--- src/rtl/wave_sample_if.sv ---
// Valid/ready sample channel between the waveform source and the SPI DAC driver,
// together with the source's control and status signals.
interface wave_sample_if #(
    parameter int PHASE_W = 16,
    parameter int DATA_W  = 12
);
    logic [PHASE_W-1:0] phase_inc;
    logic [1:0]         wave_sel;
    logic               enable;
    logic [DATA_W-1:0]  sample;
    logic               sample_valid;
    logic               sample_ready;
    logic               overrun;
    logic               overrun_clr;

    modport master (
        input  phase_inc, wave_sel, enable, sample_ready, overrun_clr,
        output sample, sample_valid, overrun
    );

    modport slave (
        output phase_inc, wave_sel, enable, sample_ready, overrun_clr,
        input  sample, sample_valid, overrun
    );
endinterface

--- src/rtl/wave_sample_source.sv ---
// Phase-accumulator waveform generator feeding the SPI DAC driver through a
// valid/ready hold register, with a sticky flag for dropped sample ticks.
module wave_sample_source #(
    parameter int PHASE_W  = 16,
    parameter int DATA_W   = 12,
    parameter int RATE_DIV = 4
) (
    input  logic          clk,
    input  logic          rst,
    wave_sample_if.master bus
);
    localparam int CNT_W = $clog2(RATE_DIV);
    localparam logic [CNT_W-1:0] CNT_LAST = CNT_W'(RATE_DIV - 1);

    logic [CNT_W-1:0]   rate_cnt;
    logic [PHASE_W-1:0] phase;
    logic [PHASE_W-1:0] next_phase;
    logic [DATA_W-1:0]  sample_q;
    logic [DATA_W-1:0]  next_sample;
    logic               valid_q;
    logic               overrun_q;
    logic               tick;
    logic               slot_free;

    function automatic logic [DATA_W-1:0] wave_of(input logic [PHASE_W-1:0] p,
                                                  input logic [1:0]         sel);
        logic [DATA_W-1:0] w;
        case (sel)
            2'd0:    w = p[PHASE_W-1 -: DATA_W];
            2'd1:    w = p[PHASE_W-1] ? ~p[PHASE_W-2 -: DATA_W] : p[PHASE_W-2 -: DATA_W];
            2'd2:    w = {DATA_W{p[PHASE_W-1]}};
            default: w = DATA_W'(1) << (DATA_W - 1);
        endcase
        return w;
    endfunction

    // A tick can only load a new sample if the old one is gone or leaving this cycle.
    assign tick        = bus.enable && (rate_cnt == CNT_LAST);
    assign slot_free   = !valid_q || bus.sample_ready;
    assign next_phase  = phase + bus.phase_inc;
    assign next_sample = wave_of(next_phase, bus.wave_sel);

    always_ff @(posedge clk) begin
        if (rst) begin
            rate_cnt  <= '0;
            phase     <= '0;
            sample_q  <= '0;
            valid_q   <= 1'b0;
            overrun_q <= 1'b0;
        end else begin
            if (bus.enable) begin
                rate_cnt <= (rate_cnt == CNT_LAST) ? '0 : rate_cnt + CNT_W'(1);
            end

            if (tick && slot_free) begin
                phase    <= next_phase;
                sample_q <= next_sample;
                valid_q  <= 1'b1;
            end else if (!tick && valid_q && bus.sample_ready) begin
                valid_q <= 1'b0;
            end

            // Set has priority over clear so a drop in the clear cycle is not lost.
            if (tick && !slot_free) begin
                overrun_q <= 1'b1;
            end else if (bus.overrun_clr) begin
                overrun_q <= 1'b0;
            end
        end
    end

    assign bus.sample       = sample_q;
    assign bus.sample_valid = valid_q;
    assign bus.overrun      = overrun_q;
endmodule

--- src/flat_wrapper.sv ---
// flat-port wrapper written by rule: the top's interface ports become plain ports
module wave_sample_source_flat 
#(
    parameter int PHASE_W  = 16,
    parameter int DATA_W   = 12,
    parameter int RATE_DIV = 4
)
  (clk, rst, bus_phase_inc, bus_wave_sel, bus_enable, bus_sample_ready, bus_overrun_clr, bus_sample, bus_sample_valid, bus_overrun);
  wave_sample_if #(.PHASE_W(PHASE_W), .DATA_W(DATA_W)) bus_i ();
  input  logic clk;
  input  logic rst;
  input wire logic [$bits(bus_i.phase_inc)-1:0] bus_phase_inc;
  input wire logic [$bits(bus_i.wave_sel)-1:0] bus_wave_sel;
  input wire logic [$bits(bus_i.enable)-1:0] bus_enable;
  input wire logic [$bits(bus_i.sample_ready)-1:0] bus_sample_ready;
  input wire logic [$bits(bus_i.overrun_clr)-1:0] bus_overrun_clr;
  output wire logic [$bits(bus_i.sample)-1:0] bus_sample;
  output wire logic [$bits(bus_i.sample_valid)-1:0] bus_sample_valid;
  output wire logic [$bits(bus_i.overrun)-1:0] bus_overrun;
  assign bus_i.phase_inc = bus_phase_inc;
  assign bus_i.wave_sel = bus_wave_sel;
  assign bus_i.enable = bus_enable;
  assign bus_i.sample_ready = bus_sample_ready;
  assign bus_i.overrun_clr = bus_overrun_clr;
  assign bus_sample = bus_i.sample;
  assign bus_sample_valid = bus_i.sample_valid;
  assign bus_overrun = bus_i.overrun;
  wave_sample_source #(.PHASE_W(PHASE_W), .DATA_W(DATA_W), .RATE_DIV(RATE_DIV)) u_core (.clk(clk), .rst(rst), .bus(bus_i));
endmodule
--- config.mk ---
export PLATFORM = sky130hd
export DESIGN_NAME = wave_sample_source_flat
export DESIGN_NICKNAME = d
export VERILOG_FILES = /design/src/rtl/wave_sample_if.sv /design/src/rtl/wave_sample_source.sv /design/src/flat_wrapper.sv
export SDC_FILE = /design/constraint.sdc
export NUM_CORES = 1
export LEC_CHECK = 0
export BUFFER_PORTS_ARGS = -buffer_cell sky130_fd_sc_hd__buf_2
export CORE_MARGIN = 2
export CORE_UTILIZATION = 34
export DETAILED_ROUTE_END_ITERATION = 7
export HOLD_SLACK_MARGIN = 0.12
export PLACE_DENSITY_LB_ADDON = 0.25
export SLEW_MARGIN = 20
export SYNTH_ARGS = -nofsm -noshare
export SYNTH_HDL_FRONTEND = slang
export SYNTH_SLANG_ARGS = --single-unit
--- constraint.sdc ---
create_clock -name clk -period 3.8 [get_ports clk]
set_clock_uncertainty 0.05 [all_clocks]
set_input_delay 0.38 -clock clk [delete_from_list [all_inputs] [get_ports clk]]
set_output_delay 0.38 -clock clk [all_outputs]
set_load 0.1 [all_outputs]
# Word level (Yosys, flattened, before mapping)
# Cells that the tools add are included.
[totals]
ff_bits = 32
latch_bits = 0
mem_bits_rw = 0
romBits = 0
elab_cells = 30
memories = 0
[classes]
n_addsub = 2
multipliers = 0
div = 0
magnitude_cmp = 0
eq_ne = 3
n_shift = 0
muxes = 7
bitwise = 1
reduce_logical = 12
[ops]
columns = ["op", "count"]
rows = [
  ["$pmux W12 S3", 1],
  ["$add A16 B16 Y16", 1],
  ["$mux W12", 1],
  ["$not A12 Y12", 1],
  ["$logic_and A1 B1 Y1", 5],
  ["$eq A2 B2 Y1 const B", 2],
  ["$mux W1", 4],
  ["$reduce_bool A2 Y1", 2],
  ["$logic_not A1 Y1", 3],
  ["$add A2 B1 Y2 const B", 1],
  ["$eq A2 B1 Y1 const B", 1],
  ["$logic_not A2 Y1", 1],
  ["$mux W2", 1],
  ["$logic_or A1 B1 Y1", 1],
]

# Longest topological paths before layout
# Gate-level depths: netlist of the first run.
[depth]
ltp_word = 7
ltp_mapped = 11

# Worst setup path after synthesis of the first run
# No wires, ideal clock.
[synth_path]
path_kind = "in2reg"
start = "input port bus_phase_inc[8]"
end = "register u_core.sample_q[10], in the netlist u_core.bus.sample[10]"
arrival_ns = 2.544
required_ns = 3.634
path_slack_ns = 1.090
cell_stages = 10
cell_sequence = "ha_1 -> buf_2 -> a211o_1 -> a2111o_1 -> nand3_1 -> a21oi_1 -> or3_1 -> clkbuf_1 -> a22o_1 -> a31o_2"
[synth_between]
elab_chain_len = 4
[synth_lines]
columns = ["item", "line_no", "text"]
rows = [
  ["from (decl)", "flat_wrapper.sv:12", "input wire logic [$bits(bus_i.phase_inc)-1:0] bus_phase_inc;"],
  ["$add A16 B16 Y16 *", "wave_sample_source.sv:40", "assign next_phase = phase + bus.phase_inc;"],
  ["$not A12 Y12", "wave_sample_source.sv:30", "2'd1: w = p[PHASE_W-1] ? ~p[PHASE_W-2 -: DATA_W] : p[PHASE_W-2 -: DATA_W];"],
  ["$mux W12", "wave_sample_source.sv:30", ""],
  ["$pmux W12 S3 *", "wave_sample_source.sv:28", "case (sel)"],
  ["to (signal assigned)", "wave_sample_source.sv:57", "sample_q <= next_sample;"],
  ["to (decl)", "wave_sample_source.sv:18", "logic [DATA_W-1:0] sample_q;"],
]
# Mark *: on every way between the ends. The rest lies on a longest branch, timed or not.
# A chain may end at the register's enable or synchronous reset.

# Worst setup path in the final report of the first run
[layout_path]
start = "register u_core.phase[4]"
end = "register u_core.sample_q[6], in the netlist u_core.bus.sample[6]"
[layout_between]
elab_chain_len = 4
[layout_lines]
columns = ["item", "line_no", "text"]
rows = [
  ["from (decl)", "wave_sample_source.sv:16", "logic [PHASE_W-1:0] phase;"],
  ["from (signal assigned)", "wave_sample_source.sv:56", "phase <= next_phase;"],
  ["$add A16 B16 Y16 *", "wave_sample_source.sv:40", ""],
  ["$not A12 Y12", "wave_sample_source.sv:30", ""],
  ["$mux W12", "wave_sample_source.sv:30", ""],
  ["$pmux W12 S3 *", "wave_sample_source.sv:28", ""],
]
# Marks and branches as above.

==> results of run 1 <==
## cell type report
type                            instances  share of cell area
Clock buffer                            6              0.0297
Clock inverter                          2             0.00360
Inverter                                7             0.00946
Multi-Input combinational cell        255               0.608
Sequential cell                        32               0.231
Tap cell                               96              0.0432
Timing Repair Buffer                   40              0.0756
## critical path, cell delays in order, from the launching register on
cell	delay (ns)
dfxtp_1	0.32
ha_1	0.38
o211a_1	0.21
a21oi_2	0.08
or3_4	0.38
o311ai_1	0.47
xnor3_1	0.29
a211o_1	0.31
a211oi_2	0.20
## cell families (layout without fill, tap and decap cells)
group                    count (synthesis)  after routing  share of synthesized area
flip-flops                              32             32                      0.263
buffers and inverters                   26             55                     0.0442
adder cells (fa/ha/maj)                 17             17                     0.0904
AO/OA/AOI/OAI                          100            100                      0.280
AND/OR/NAND/NOR                        117            117                      0.229
multiplexers                             2              2                    0.00822
XOR/XNOR                                19             19                     0.0853
## registers in the layout, summed over array words and instances, names as in the netlist
| name | count |
|---|---|
| u_core.bus.overrun | 1 |
| u_core.bus.sample | 12 |
| u_core.bus.sample_valid | 1 |
| u_core.phase | 16 |
| u_core.rate_cnt | 2 |
## routing by layer
metal	routed length, um	up-vias	global-route usage	part of all wire
met3	208	7	0.0289	0.034
met1	2960	1084	0.225	0.48
li1	-	1201	-	-
met5	0	-	0	0
met4	80	0	0.0372	0.013
met2	2920	31	0.284	0.47
## placed cells by master (no fill, tap or decap), types with 3 or more instances in the layout
cell type,count
o21a_1,4
and3_1,5
o21ai_0,13
nand2b_1,4
xnor2_1,11
a2111o_1,3
a21oi_1,32
a31oi_1,5
nor4_1,4
xor2_1,5
buf_4,4
buf_2,36
nor2b_1,3
o21bai_1,6
ha_1,16
inv_1,7
a211oi_1,8
dfxtp_1,32
or3_1,5
a21o_1,6
clkbuf_8,6
nor2_1,29
nor3_1,8
xnor3_1,3
nand2_1,36
a211o_1,4
nand3_1,14
## stage by stage
| stage | utilization | cells | hold WS [ns] |
|---|---|---|---|
| after global placement | 0.391 | 430 | 0.396 |
| final | 0.405 | 438 | 0.343 |
| after CTS | 0.405 | 438 | 0.342 |
| after detailed placement | 0.391 | 430 | 0.401 |
| after floorplan | - | 313 | 0.390 |
| after global routing | 0.405 | 438 | 0.390 |
## where the power goes
| part | total (mW) | internal, mW | switching (mW) |
|---|---|---|---|
| registers | 0.344 | 0.341 | 0.00306 |
| clock network | 0.277 | 0.145 | 0.133 |
| logic | 0.154 | 0.0567 | 0.0970 |
| total | 0.775 | 0.542 | 0.233 |
## path summary, 6_finish.rpt
check / from / to / depth (start not counted)
worst max-delay path: u_core.phase[4] / u_core.bus.sample[6] / 8
worst min-delay path: bus_enable / u_core.rate_cnt[1] / 3
worst max register to register: u_core.phase[4] / u_core.bus.sample[6] / 8
worst min register to register: u_core.phase[11] / u_core.phase[11] / 2
==> impl_metrics.toml, run 1 <==
[global_routing]
grt_max_degree = 37
grt_pass1_vias = 2226
grt_remaining_overflow = 0
grt_pass1_wl_um = 10500
grt_antenna_before_repair = 0
grt_usage = 0.168

[cts]
cts.htree.levels = 2
cts_buffers = 5
cts_hold_buffers = 0
clk_path_buf_depth = 2
cts_tree = "built"
cts_sinks = 32
post_cts_resized = 0
clk-insertion-delay-late_ns = 0.28
clock-root-buffer = "clkbuf_8"
post_cts_buffers = 0
path_clk_slew_ns = 0.07

[layout]
drive_gt1_frac = 0.161
ff_latch_area_um2 = 641
multi_input_area_um2 = 1690
fillCellCount = 738
syn2layout_area_growth_pct = 14.1
nets = 381
final_area_um2 = 2780
antennaDiodeCount = 0

[timing]
slew_violations = 0
period_share = 0.725
setup_ws_ns = 1.05
setup_tns_ns = 0
period_minus_slack_ns = 2.75
worstMarginPinSlew_ns = 0.874
clock.fmax_ghz = 0.363
finalHoldViolCount = 0
finalSetupViolCount = 0
rsz0062_at_grt = "false"
slew_headroom = 0.416

[die]
io_pins = 37
die_area_um2 = 7850
fp-row-count = 30
core_area_um2 = 6870
die_h_um = 88.6
initial_utilization = 0.354
die-width_um = 88.6

[synthesis]
synth_most_common_cell = "nand2_1"
async_reset_ff_frac = 0
yosys_warnings = 0
synth-seq-cells = 32
synth.avg_cell_area_um2 = 7.78
yosys-top-cells-count = "nand2_1 (36), a21oi_1 (32), dfxtp_1 (32)"
synth.largest_area_cell = "dfxtp_1"
synth_edf_count = 0
synth_area_leaders = "dfxtp_1 (26%), ha_1 (8.2%), a21oi_1 (6.6%), nand2_1 (5.5%), nor2_1 (4.5%)"
synth_top_area_frac = 0.263
ys_types = 52
synth_seq_area_share = 0.263
synthesis.instances = 313
synthesis.area_um2 = 2430
synth-main-ff-cell = "dfxtp_1"
syn_nets = 353

[power_and_ir_drop]
max-vdd-ir-drop_uv = 157
p_total_mw = 0.775
power.density_nw_per_um2 = 279
leakage_nw = 1.26

[route]
drt_iter0_markers = 102
finalWirelength_um = 6170
routed-via-count = 2323
ant_nets = 0
wl_per_cell_um = 14.1
firstDrtPassIters = 4
via_per_inst = 5.30
drc = 0

[placement]
place_ws_ns = 0.876
postPlaceCellArea_um2 = 2690
place.gp.congestion = 0.808
hpwl_um = 4680
port_buffers = 36

[setup_path]
ff2ff_setup_slack_ns = 1.05
cp.arrival_ns = 2.91
worstPathMaxFanout = 6
cp.required_ns = 3.95
cp-end-kind = "flip-flop"
startpoint_type = "flip-flop"
path_class = "flip-flop to flip-flop"

[worst_hold_path]
hp-class = "primary input to flip-flop"

[run_status]
outcome = "complete, no violations"

[job]
cap_violations = 0
(Power assumes the default switching activity.)
==> run 2: changes to the inputs <==
Clock period 3.8 ns to 2.8 ns, I/O delays scaled along.
==> impl_metrics.toml, run 2 (synthesis gave the netlist of run 1 again) <==
[power_and_ir_drop]
max-vdd-ir-drop_uv = 196
leakage_nw = 1.34
power.density_nw_per_um2 = 391

[global_routing]
grt_usage = 0.172
grt_remaining_overflow = 0
grt_pass1_wl_um = 10400
grt_max_degree = 21
grt_pass1_vias = 2205
grt_antenna_before_repair = 0

[timing]
period_share = 0.939
rsz0062_at_grt = "false"
finalHoldViolCount = 0
worstMarginPinSlew_ns = 0.821
finalSetupViolCount = 0
period_minus_slack_ns = 2.63
clock.fmax_ghz = 0.380
setup_tns_ns = 0
slew_headroom = 0.452
slew_violations = 0
hold_ws_ns = 0.230

[run_status]
outcome = "complete, no violations"

[cts]
path_clk_slew_ns = 0.08
post_cts_resized = 0
cts_sinks = 32
post_cts_buffers = 0
clk_path_buf_depth = 2
cts.htree.levels = 2
cts_hold_buffers = 0
cts_buffers = 5
cts_tree = "built"
clk-insertion-delay-late_ns = 0.29
clock-root-buffer = "clkbuf_8"

[layout]
fin_cells = 455
top_register = "u_core.phase"
largest_register_ffs = 16
drive_gt1_frac = 0.198
layout_common_cells = "nand2_1 (36), buf_2 (36), a21oi_1 (32), dfxtp_1 (32), nor2_1 (29)"
antennaDiodeCount = 0
fillCellCount = 737
syn2layout_area_growth_pct = 20.0
nets = 398

[route]
via_per_inst = 5.17
drc = 0
finalWirelength_um = 6500
firstDrtPassIters = 4
ant_nets = 0
wl_per_cell_um = 14.3
drt_iter0_markers = 110
routed-via-count = 2354

[placement]
dp_cells = 447
hpwl_um = 5010
place.gp.congestion = 0.848
port_buffers = 36

[setup_path]
cp.arrival_ns = 2.80
crit_path_cell_trace = "ha_1, a2111o_1, a21oi_2, or3_4, o221a_4, xnor2_1, buf_4, or3_1, a31oi_1"
worstPathMaxFanout = 6
startpoint_type = "flip-flop"
slowest_stage = "a2111o_1"
path_class = "flip-flop to flip-flop"
cp.required_ns = 2.97
max_stage_delay_ns = 0.46
cp-end-kind = "flip-flop"

[die]
die-width_um = 88.6
die_area_um2 = 7850
initial_utilization = 0.354
fp-row-count = 30
io_pins = 37
core_area_um2 = 6870
die_h_um = 88.6

[worst_hold_path]
hp-class = "primary input to flip-flop"

[job]
cap_violations = 0
## run 2: final cells by class
class	count	area, um2	area share
clock inverter	2	35.0	0.0120
multi-input combinational	255	1690	0.578
clock buffer	6	72.6	0.0248
timing repair buffer	57	338	0.116
inverter	7	26.3	0.00899
sequential	32	641	0.219
tap	96	120	0.0411
## run 2: metal layers
metal | vias up | global-route usage | share of wire
li1 | 1237 | - | -
met1 | 1062 | 0.225 | 0.48
met2 | 44 | 0.279 | 0.46
met3 | 11 | 0.0326 | 0.034
met4 | 0 | 0.0647 | 0.025
met5 | - | 0 | 0
## run 2: power by group
part,leakage [nW],internal (mW),switching [mW]
logic,1.03,0.0896,0.135
registers,0.258,0.462,0.00427
clock network,0.0552,0.264,0.188
## run 2: path summary, 6_finish.rpt
path / start / to / slack [ns] / cells after the start
hold / removal: bus_overrun_clr / u_core.bus.overrun / 0.23 / 4
setup reg to reg: u_core.phase[4] / u_core.bus.sample[3] / 0.17 / 9
setup / recovery: u_core.phase[4] / u_core.bus.sample[3] / 0.17 / 9
hold reg to reg: u_core.phase[0] / u_core.phase[0] / 0.41 / 2
## run 2: through the flow
| step | utilization | setup WS (ns) | cell area (um2) | total power, mW |
|---|---|---|---|---|
| global route | 0.425 | 0.0270 | 2920 | 1.20 |
| global placement | 0.410 | 0.114 | 2810 | 0.701 |
| floorplan | - | 0.188 | 2430 | 0.629 |
| finish | 0.425 | 0.170 | 2920 | 1.14 |
| CTS | 0.425 | 0.163 | 2920 | 1.15 |
| detailed placement | 0.410 | 0.0796 | 2810 | 0.701 |
## run 2: critical path, delay by kind of cell (launching register included)
kind | cells | cell delay, ns
simple gates | 2 | 0.55
xor+xnor | 1 | 0.14
flops | 1 | 0.32
compound gates | 4 | 0.98
buf+inv | 1 | 0.19
fa+ha+maj | 1 | 0.33
==> run 3: changes to the inputs <==
Settings changed: MAX_ROUTING_LAYER set to met4.
==> impl_metrics.toml, run 3 (synthesis gave the netlist of run 1 again) <==
[global_routing]
grt_pass1_vias = 2204
met1_usage = 0.229
met3_usage = 0.0280
grt_remaining_overflow = 0
grt_usage = 0.177
grt_pass1_wl_um = 10500
grt_max_degree = 21
grt-busiest-layer = "met2"
grt_antenna_before_repair = 0
use_met2 = 0.278

[setup_path]
cp.arrival_ns = 2.80
path_class = "flip-flop to flip-flop"
r2r_start = "u_core.phase[4]"
crit_path_cell_trace = "ha_1, a2111o_1, a21oi_2, or3_4, o221a_4, xnor2_1, buf_4, or3_1, a31oi_1"
critPathLaunch = "u_core.phase[4]"
startpoint_type = "flip-flop"
ff2ff_setup_slack_ns = 0.17
max_stage_delay_ns = 0.46
worstPathMaxFanout = 6
cp-end-kind = "flip-flop"
slowest_stage = "a2111o_1"
cp.required_ns = 2.97

[timing]
slew_violations = 0
setup_ws_ns = 0.171
period_share = 0.939
period_minus_slack_ns = 2.63
rsz0062_at_grt = "false"
finalSetupViolCount = 0
slew_headroom = 0.449
clock.fmax_ghz = 0.380
hold_ws_ns = 0.232
setup_tns_ns = 0
worstMarginPinSlew_ns = 0.824
finalHoldViolCount = 0

[placement]
dp_cells = 447
port_buffers = 36
place_ws_ns = 0.0796
place.gp.congestion = 0.861
hpwl_um = 5010
postPlaceCellArea_um2 = 2810

[layout]
top_register = "u_core.phase"
drive_gt1_frac = 0.198
fillCellCount = 737
layout_common_cells = "nand2_1 (36), buf_2 (36), a21oi_1 (32), dfxtp_1 (32), nor2_1 (29)"
antennaDiodeCount = 0
final_util = 0.425
largest_register_ffs = 16
fin_cells = 455
nets = 398
syn2layout_area_growth_pct = 20.0
final_area_um2 = 2920

[die]
fp-row-count = 30
io_pins = 37
initial_utilization = 0.354
core_area_um2 = 6870
die_area_um2 = 7850
die_h_um = 88.6
die-width_um = 88.6

[power_and_ir_drop]
max-vdd-ir-drop_uv = 197
power.density_nw_per_um2 = 391
p_total_mw = 1.14
leakage_nw = 1.34

[cts]
cts_sinks = 32
cts_buffers = 5
clock-root-buffer = "clkbuf_8"
cts_hold_buffers = 0
path_clk_slew_ns = 0.07
clk_path_buf_depth = 2
post_cts_buffers = 0
clk-insertion-delay-late_ns = 0.29
post_cts_resized = 0
cts_tree = "built"
cts.htree.levels = 2

[run_status]
outcome = "complete, no violations"

[worst_hold_path]
hp-class = "primary input to flip-flop"
min-delay-start = "bus_overrun_clr"

[route]
via_per_inst = 5.17
drt_iter0_markers = 108
firstDrtPassIters = 4
routed-via-count = 2351
finalWirelength_um = 6490
wl_per_cell_um = 14.3
drc = 0
ant_nets = 0

[job]
cap_violations = 0
run 3: worst paths after layout:
| check | cells past startpoint | to |
|---|---|---|
| min reg2reg | 2 | u_core.phase[0] |
| max | 9 | u_core.bus.sample[3] |
| max reg2reg | 9 | u_core.bus.sample[3] |
| min | 4 | u_core.bus.overrun |
run 3: metal layers:
metal / wire length, um / vias up / part of all wire
met4: 171 / 0 / 0.026
li1: - / 1237 / -
met3: 171 / 11 / 0.026
met2: 2950 / 38 / 0.45
met1: 3200 / 1065 / 0.49
met5: 0 / - / 0
run 3: power by group:
part	switching, mW	leakage, nW	internal, mW
combinational	0.135	1.03	0.0896
clock	0.187	0.0552	0.264
sequential	0.00425	0.258	0.463
total	0.326	1.34	0.816
run 3: final cells by class:
cell class / instances / area [um2] / area share
clock inverters: 2 / 35.0 / 0.0120
repair buffers: 57 / 338 / 0.116
clock buffers: 6 / 72.6 / 0.0248
well taps: 96 / 120 / 0.0411
inverters: 7 / 26.3 / 0.00899
multi-input cells: 255 / 1690 / 0.578
flip-flops and latches: 32 / 641 / 0.219
run 3: critical path: cells and delay by family, from the launching register on:
| kind | cells | cell delay [ns] |
|---|---|---|
| buffers and inverters | 1 | 0.19 |
| adders and majority gates | 1 | 0.33 |
| AOI/OAI and AO/OA | 4 | 0.98 |
| xor gates and xnor gates | 1 | 0.14 |
| and+or+nand+nor | 2 | 0.54 |
| DFF | 1 | 0.32 |
